`src/rtl/btn_event_capture.sv`:
```
// Button/switch front end: 2-FF sync, counter debounce and sticky press flags cleared by a port read.
// Optional per-bit auto-repeat while a button is held is enabled with `define BTN_AUTOREPEAT_EN.
module btn_event_capture #(
  parameter int          N_BTN           = 8,
  parameter int          DEBOUNCE_CYCLES = 500000,
  parameter int          DB_W            = 20,
  parameter logic [7:0]  PORT_ADDR       = 8'hFE,
  parameter int          REPEAT_DELAY    = 12500000,
  parameter int          REPEAT_RATE     = 5000000,
  parameter int          RPT_W           = 24
) (
  input  logic              clk,
  input  logic              rst,
  input  logic [N_BTN-1:0]  btn_raw,
  input  logic [7:0]        port_id,
  input  logic              read_strobe,
  output logic [N_BTN-1:0]  level_out,
  output logic [N_BTN-1:0]  event_out,
  output logic              event_any
);

  localparam logic [DB_W-1:0] DB_LAST = DB_W'(DEBOUNCE_CYCLES - 1);

  // Reject configurations whose counters cannot reach their terminal count.
  if (DEBOUNCE_CYCLES < 1 || (DEBOUNCE_CYCLES >> DB_W) != 0) begin : g_bad_debounce_cfg
    $error("btn_event_capture: DEBOUNCE_CYCLES must be >= 1 and fit in DB_W bits");
  end
  if (REPEAT_DELAY < 1 || REPEAT_RATE < 1 || RPT_W < 1 ||
      (REPEAT_DELAY >> RPT_W) != 0 || (REPEAT_RATE >> RPT_W) != 0) begin : g_bad_repeat_cfg
    $error("btn_event_capture: REPEAT_DELAY/REPEAT_RATE must be >= 1 and fit in RPT_W bits");
  end

  // --------------------------------------------------------------------------
  // Synchroniser, debounced level and its one-cycle delayed copy
  // --------------------------------------------------------------------------
  logic [N_BTN-1:0] sync1_q;
  logic [N_BTN-1:0] sync2_q;
  logic [N_BTN-1:0] level_q;
  logic [N_BTN-1:0] level_d;
  logic [N_BTN-1:0] level_dly_q;
  logic [N_BTN-1:0] rise;
  logic [N_BTN-1:0] rpt_tick;
  logic [N_BTN-1:0] set_vec;

  always_ff @(posedge clk or posedge rst) begin
    if (rst) begin
      sync1_q     <= '0;
      sync2_q     <= '0;
      level_q     <= '0;
      level_dly_q <= '0;
    end else begin
      sync1_q     <= btn_raw;
      sync2_q     <= sync1_q;
      level_q     <= level_d;
      level_dly_q <= level_q;
    end
  end

  assign rise    = level_q & ~level_dly_q;
  assign set_vec = rise | rpt_tick;

  // --------------------------------------------------------------------------
  // Per-bit debounce: a new level is accepted only after it has been seen
  // on the synchronised input for DEBOUNCE_CYCLES consecutive clocks.
  // --------------------------------------------------------------------------
  for (genvar gi = 0; gi < N_BTN; gi++) begin : g_debounce
    logic [DB_W-1:0] db_cnt_q;
    logic [DB_W-1:0] db_cnt_d;
    logic            lvl_bit_d;

    always_comb begin
      db_cnt_d  = '0;
      lvl_bit_d = level_q[gi];
      if (sync2_q[gi] != level_q[gi]) begin
        if (db_cnt_q == DB_LAST) begin
          lvl_bit_d = sync2_q[gi];
        end else begin
          db_cnt_d = db_cnt_q + 1'b1;
        end
      end
    end

    always_ff @(posedge clk or posedge rst) begin
      if (rst) begin
        db_cnt_q <= '0;
      end else begin
        db_cnt_q <= db_cnt_d;
      end
    end

    assign level_d[gi] = lvl_bit_d;
  end

  // --------------------------------------------------------------------------
  // Auto-repeat: while a bit stays pressed, emit extra set pulses after
  // REPEAT_DELAY clocks and then every REPEAT_RATE clocks.
  // --------------------------------------------------------------------------
`ifdef BTN_AUTOREPEAT_EN
  typedef enum logic [1:0] {
    RPT_IDLE   = 2'd0,
    RPT_DELAY  = 2'd1,
    RPT_REPEAT = 2'd2
  } rpt_state_e;

  localparam logic [RPT_W-1:0] RD_LAST = RPT_W'(REPEAT_DELAY - 1);
  localparam logic [RPT_W-1:0] RR_LAST = RPT_W'(REPEAT_RATE - 1);

  for (genvar gi = 0; gi < N_BTN; gi++) begin : g_repeat
    rpt_state_e       state_q;
    rpt_state_e       state_d;
    logic [RPT_W-1:0] rpt_cnt_q;
    logic [RPT_W-1:0] rpt_cnt_d;
    logic             tick;

    always_comb begin
      state_d   = state_q;
      rpt_cnt_d = rpt_cnt_q;
      tick      = 1'b0;
      // A released button always drops back to idle, whatever the state.
      if (!level_q[gi]) begin
        state_d   = RPT_IDLE;
        rpt_cnt_d = '0;
      end else begin
        case (state_q)
          RPT_IDLE: begin
            if (rise[gi]) begin
              state_d   = RPT_DELAY;
              rpt_cnt_d = '0;
            end
          end
          RPT_DELAY: begin
            if (rpt_cnt_q == RD_LAST) begin
              tick      = 1'b1;
              state_d   = RPT_REPEAT;
              rpt_cnt_d = '0;
            end else begin
              rpt_cnt_d = rpt_cnt_q + 1'b1;
            end
          end
          RPT_REPEAT: begin
            if (rpt_cnt_q == RR_LAST) begin
              tick      = 1'b1;
              rpt_cnt_d = '0;
            end else begin
              rpt_cnt_d = rpt_cnt_q + 1'b1;
            end
          end
          default: begin
            state_d   = RPT_IDLE;
            rpt_cnt_d = '0;
          end
        endcase
      end
    end

    always_ff @(posedge clk or posedge rst) begin
      if (rst) begin
        state_q   <= RPT_IDLE;
        rpt_cnt_q <= '0;
      end else begin
        state_q   <= state_d;
        rpt_cnt_q <= rpt_cnt_d;
      end
    end

    assign rpt_tick[gi] = tick;
  end
`else
  assign rpt_tick = '0;
`endif

  // --------------------------------------------------------------------------
  // Sticky event flags. A read of PORT_ADDR clears everything, but a press
  // landing on the clearing edge survives so the next read still sees it.
  // --------------------------------------------------------------------------
  logic [N_BTN-1:0] event_q;
  logic [N_BTN-1:0] event_d;
  logic             event_any_q;
  logic             clr;

  assign clr = read_strobe && (port_id == PORT_ADDR);

  always_comb begin
    event_d = event_q;
    if (clr) begin
      event_d = '0;
    end
    event_d = event_d | set_vec;
  end

  // event_any is taken from the next-state flags so it lines up with event_out.
  always_ff @(posedge clk or posedge rst) begin
    if (rst) begin
      event_q     <= '0;
      event_any_q <= 1'b0;
    end else begin
      event_q     <= event_d;
      event_any_q <= |event_d;
    end
  end

  assign level_out = level_q;
  assign event_out = event_q;
  assign event_any = event_any_q;

endmodule
```
`config.mk`:
```
export PLATFORM = sky130hd
export DESIGN_NAME = btn_event_capture
export DESIGN_NICKNAME = d
export VERILOG_FILES = /design/src/rtl/btn_event_capture.sv
export SDC_FILE = /design/constraint.sdc
export NUM_CORES = 1
export LEC_CHECK = 0
export CAP_MARGIN = 20
export CORE_ASPECT_RATIO = 0.9
export CORE_UTILIZATION = 35
export DETAILED_ROUTE_END_ITERATION = 10
export SLEW_MARGIN = 20
export SYNTH_ARGS = -nofsm -noshare
export SYNTH_HDL_FRONTEND = slang
export SYNTH_SLANG_ARGS = --single-unit
```
`constraint.sdc`:
```
create_clock -name clk -period 8.2 [get_ports clk]
set_input_delay 1.23 -clock clk [delete_from_list [all_inputs] [get_ports clk]]
set_output_delay 1.23 -clock clk [all_outputs]
set_load 0.1 [all_outputs]
```
==> flow_summary.json <==
{
  "drt-pass1-iter-count": 4,
  "vias": 6794,
  "synth_most_common_cell": "dfrtp_1",
  "fp.dieH_um": 157,
  "crit_chain": "clkdlybuf4s50_1",
  "cp-end-kind": "output port",
  "cts_max_path_buffers": 3,
  "synth_fp_nets": 955,
  "rows": 56,
  "grt_max_degree": 124,
  "wl_mm": 18.6,
  "power_density_nw_per_um2": 199,
  "cts.clk_slew.worst_paths_ns": 0.06,
  "final-seq-area_um2": 5030,
  "yosysUniqueCellTypes": 38,
  "tns_ns": 0,
  "grt_pass1_vias": 6691,
  "grt_pass1_wl_mm": 32.5,
  "hold_class": "flop to flop",
  "crit_arrival_ns": 2.19,
  "synth_edf_count": 0,
  "power_leakage_nw": 4.43,
  "synth_area_leaders": "dfrtp_1, nor2_1, xnor2_1",
  "core_um2": 26100,
  "period_needed_ns": 3.42,
  "fmax_ghz": 0.292,
  "antenna_found_initial": 0,
  "clkLatencyLatePin_ns": 0.53,
  "syn_area_per_cell_um2": 10.0,
  "fin_worst_skew_ns": 0.0259,
  "setup_viol": 0,
  "start_kind": "flop",
  "grt-ovfl-total": 0,
  "yosys_warnings": 0,
  "synthArstFlopShare_pct": 100,
  "maxCapViolations": 0,
  "cts-htree-levels": 1,
  "grt_use_total_pct": 14.3,
  "drive_gt1_share_pct": 7.01,
  "ys_ff_latch": 201,
  "ioPinCount": 36,
  "cts_tree": "built",
  "ctsHoldBuffers": 0,
  "ys.flop_type": "dfrtp_1",
  "relSlewSlack_pct": 29.6,
  "synth_largest_area_cell": "dfrtp_1",
  "final_nets": 996,
  "finalPower_w": 0.00216,
  "wire_per_inst_um": 13.9,
  "nFillCells": 2526,
  "drcViolationCount": 0,
  "synthCells": 928,
  "dp_hpwl_mm": 12.2,
  "area_growth_pct": 16.8,
  "io_buffers": 35,
  "rsz0062_at_grt": "no",
  "viasPerCell": 5.10,
  "start_util_pct": 35.7,
  "netlist_area_um2": 9310,
  "worstMarginPinSlew_ns": 1.05,
  "cts_root_buf": "clkbuf_16",
  "multiInputGateArea_um2": 4070,
  "seq_area_frac_synth_pct": 54.0,
  "worst_ir_drop_vdd_mv": 0.149,
  "cp_top_family": "buffers and inverters",
  "antenna_left": 0,
  "clkSinkCount": 201,
  "initialDrtViolationCount": 319,
  "netlist.area_leader.share_pct": 54.0,
  "critPathRequiredTime_ns": 6.97,
  "numCtsBuffers": 23,
  "post-cts-setup-buffer-count": 0,
  "max_stage_delay_ns": 1.23,
  "die-width_um": 174,
  "crit_buf_inv": 1,
  "final_hold_viol_count": 0,
  "status": "finished, final reports clean",
  "place.gp.congestion": 0.790,
  "slew_viol_final": 0,
  "die_area_um2": 27300,
  "cp_max_fo": 3,
  "post_cts_resized": 0,
  "crit_type": "flop to output port",
  "antenna_cells": 0,
  "finalCritPeriodShare_pct": 41.7,
  "yosys-top-cells-count": "dfrtp_1, nor2_1, xnor2_1",
  "crit_slowest_cell": "clkdlybuf4s50_1"
}
==> cell type report <==
cell class	count	share of cell area [%]
multi-input combinational	672	37.4
sequential	201	46.3
clock inverter	10	1.39
inverter	27	1.00
tap	348	4.01
timing repair buffer	44	3.88
clock buffer	31	6.03
==> through the flow <==
step	area (µm²)	instances	worst slack, ns	hold slack [ns]	utilization, %
2_1_floorplan	9310	928	1.49	0.331	-
3_3_place_gp	10100	1292	4.74	0.334	38.6
3_5_place_dp	10100	1292	4.72	0.338	38.6
4_1_cts	10900	1333	4.72	0.352	41.7
5_1_grt	10900	1333	4.71	0.358	41.7
6_report	10900	1333	4.78	0.348	41.7
==> power breakdown <==
part	total (W)	switching (W)	internal, W	leakage (nW)
registers	0.00102	0.0000129	0.00101	2.75
logic	0.0000638	0.0000422	0.0000216	1.27
clock network	0.00108	0.000416	0.000660	0.402
==> path summary, 6_finish.rpt <==
check                                           start                         to  slack (ns)  cells after the start
min                                        sync1_q[6]                 sync2_q[6]        0.35                      0
min in group asynchronous                         rst  g_debounce[7].db_cnt_q[8]        1.27                      2
min reg2reg                                sync1_q[6]                 sync2_q[6]        0.35                      0
max in group asynchronous                         rst  g_debounce[7].db_cnt_q[5]        5.74                      3
max                                      event_out[3]               event_out[3]        4.78                      1
max reg2reg                g_debounce[2].db_cnt_q[11]  g_debounce[2].db_cnt_q[8]        5.68                      5
==> cell usage in the layout (no fill, tap or decap), types with 18 or more instances in the layout <==
cell,count
nand2_1,53
nor4_1,24
dfrtp_1,201
or3_1,35
xnor2_1,55
clkdlybuf4s50_1,35
a21oi_1,47
clkbuf_16,23
or4_1,29
nand4_1,49
inv_1,26
o21ai_0,31
nand3_1,49
nor3_1,18
nor2_1,130
xor2_1,51
==> cells by family (layout without fill, tap and decap cells) <==
group | after synthesis | count (layout) | synth area share, %
and+or+nand+nor | 440 | 440 | 24.9
DFF | 201 | 201 | 54.0
AOI/OAI and AO/OA | 110 | 110 | 6.71
xor gates and xnor gates | 106 | 106 | 9.97
buffers and inverters | 55 | 112 | 2.34
adders and majority gates | 8 | 8 | 1.08
muxes | 8 | 8 | 0.968
==> metal layers <==
| metal | GRT usage, % | routed length [µm] | vias to the layer above |
|---|---|---|---|
| met5 | 0 | 0 | - |
| met4 | 3.55 | 348 | 0 |
| met3 | 2.50 | 596 | 29 |
| met2 | 22.4 | 8150 | 72 |
| met1 | 20.4 | 9480 | 3311 |
| li1 | - | - | 3382 |
==> registers in the layout, summed over array words and instances, names as in the netlist <==
name	cells
event_out	8
level_out	8
level_dly_q	8
event_any	1
sync2_q	8
g_debounce.db_cnt_q	160
sync1_q	8
No activity file was read; power rests on OpenSTA's default activity.
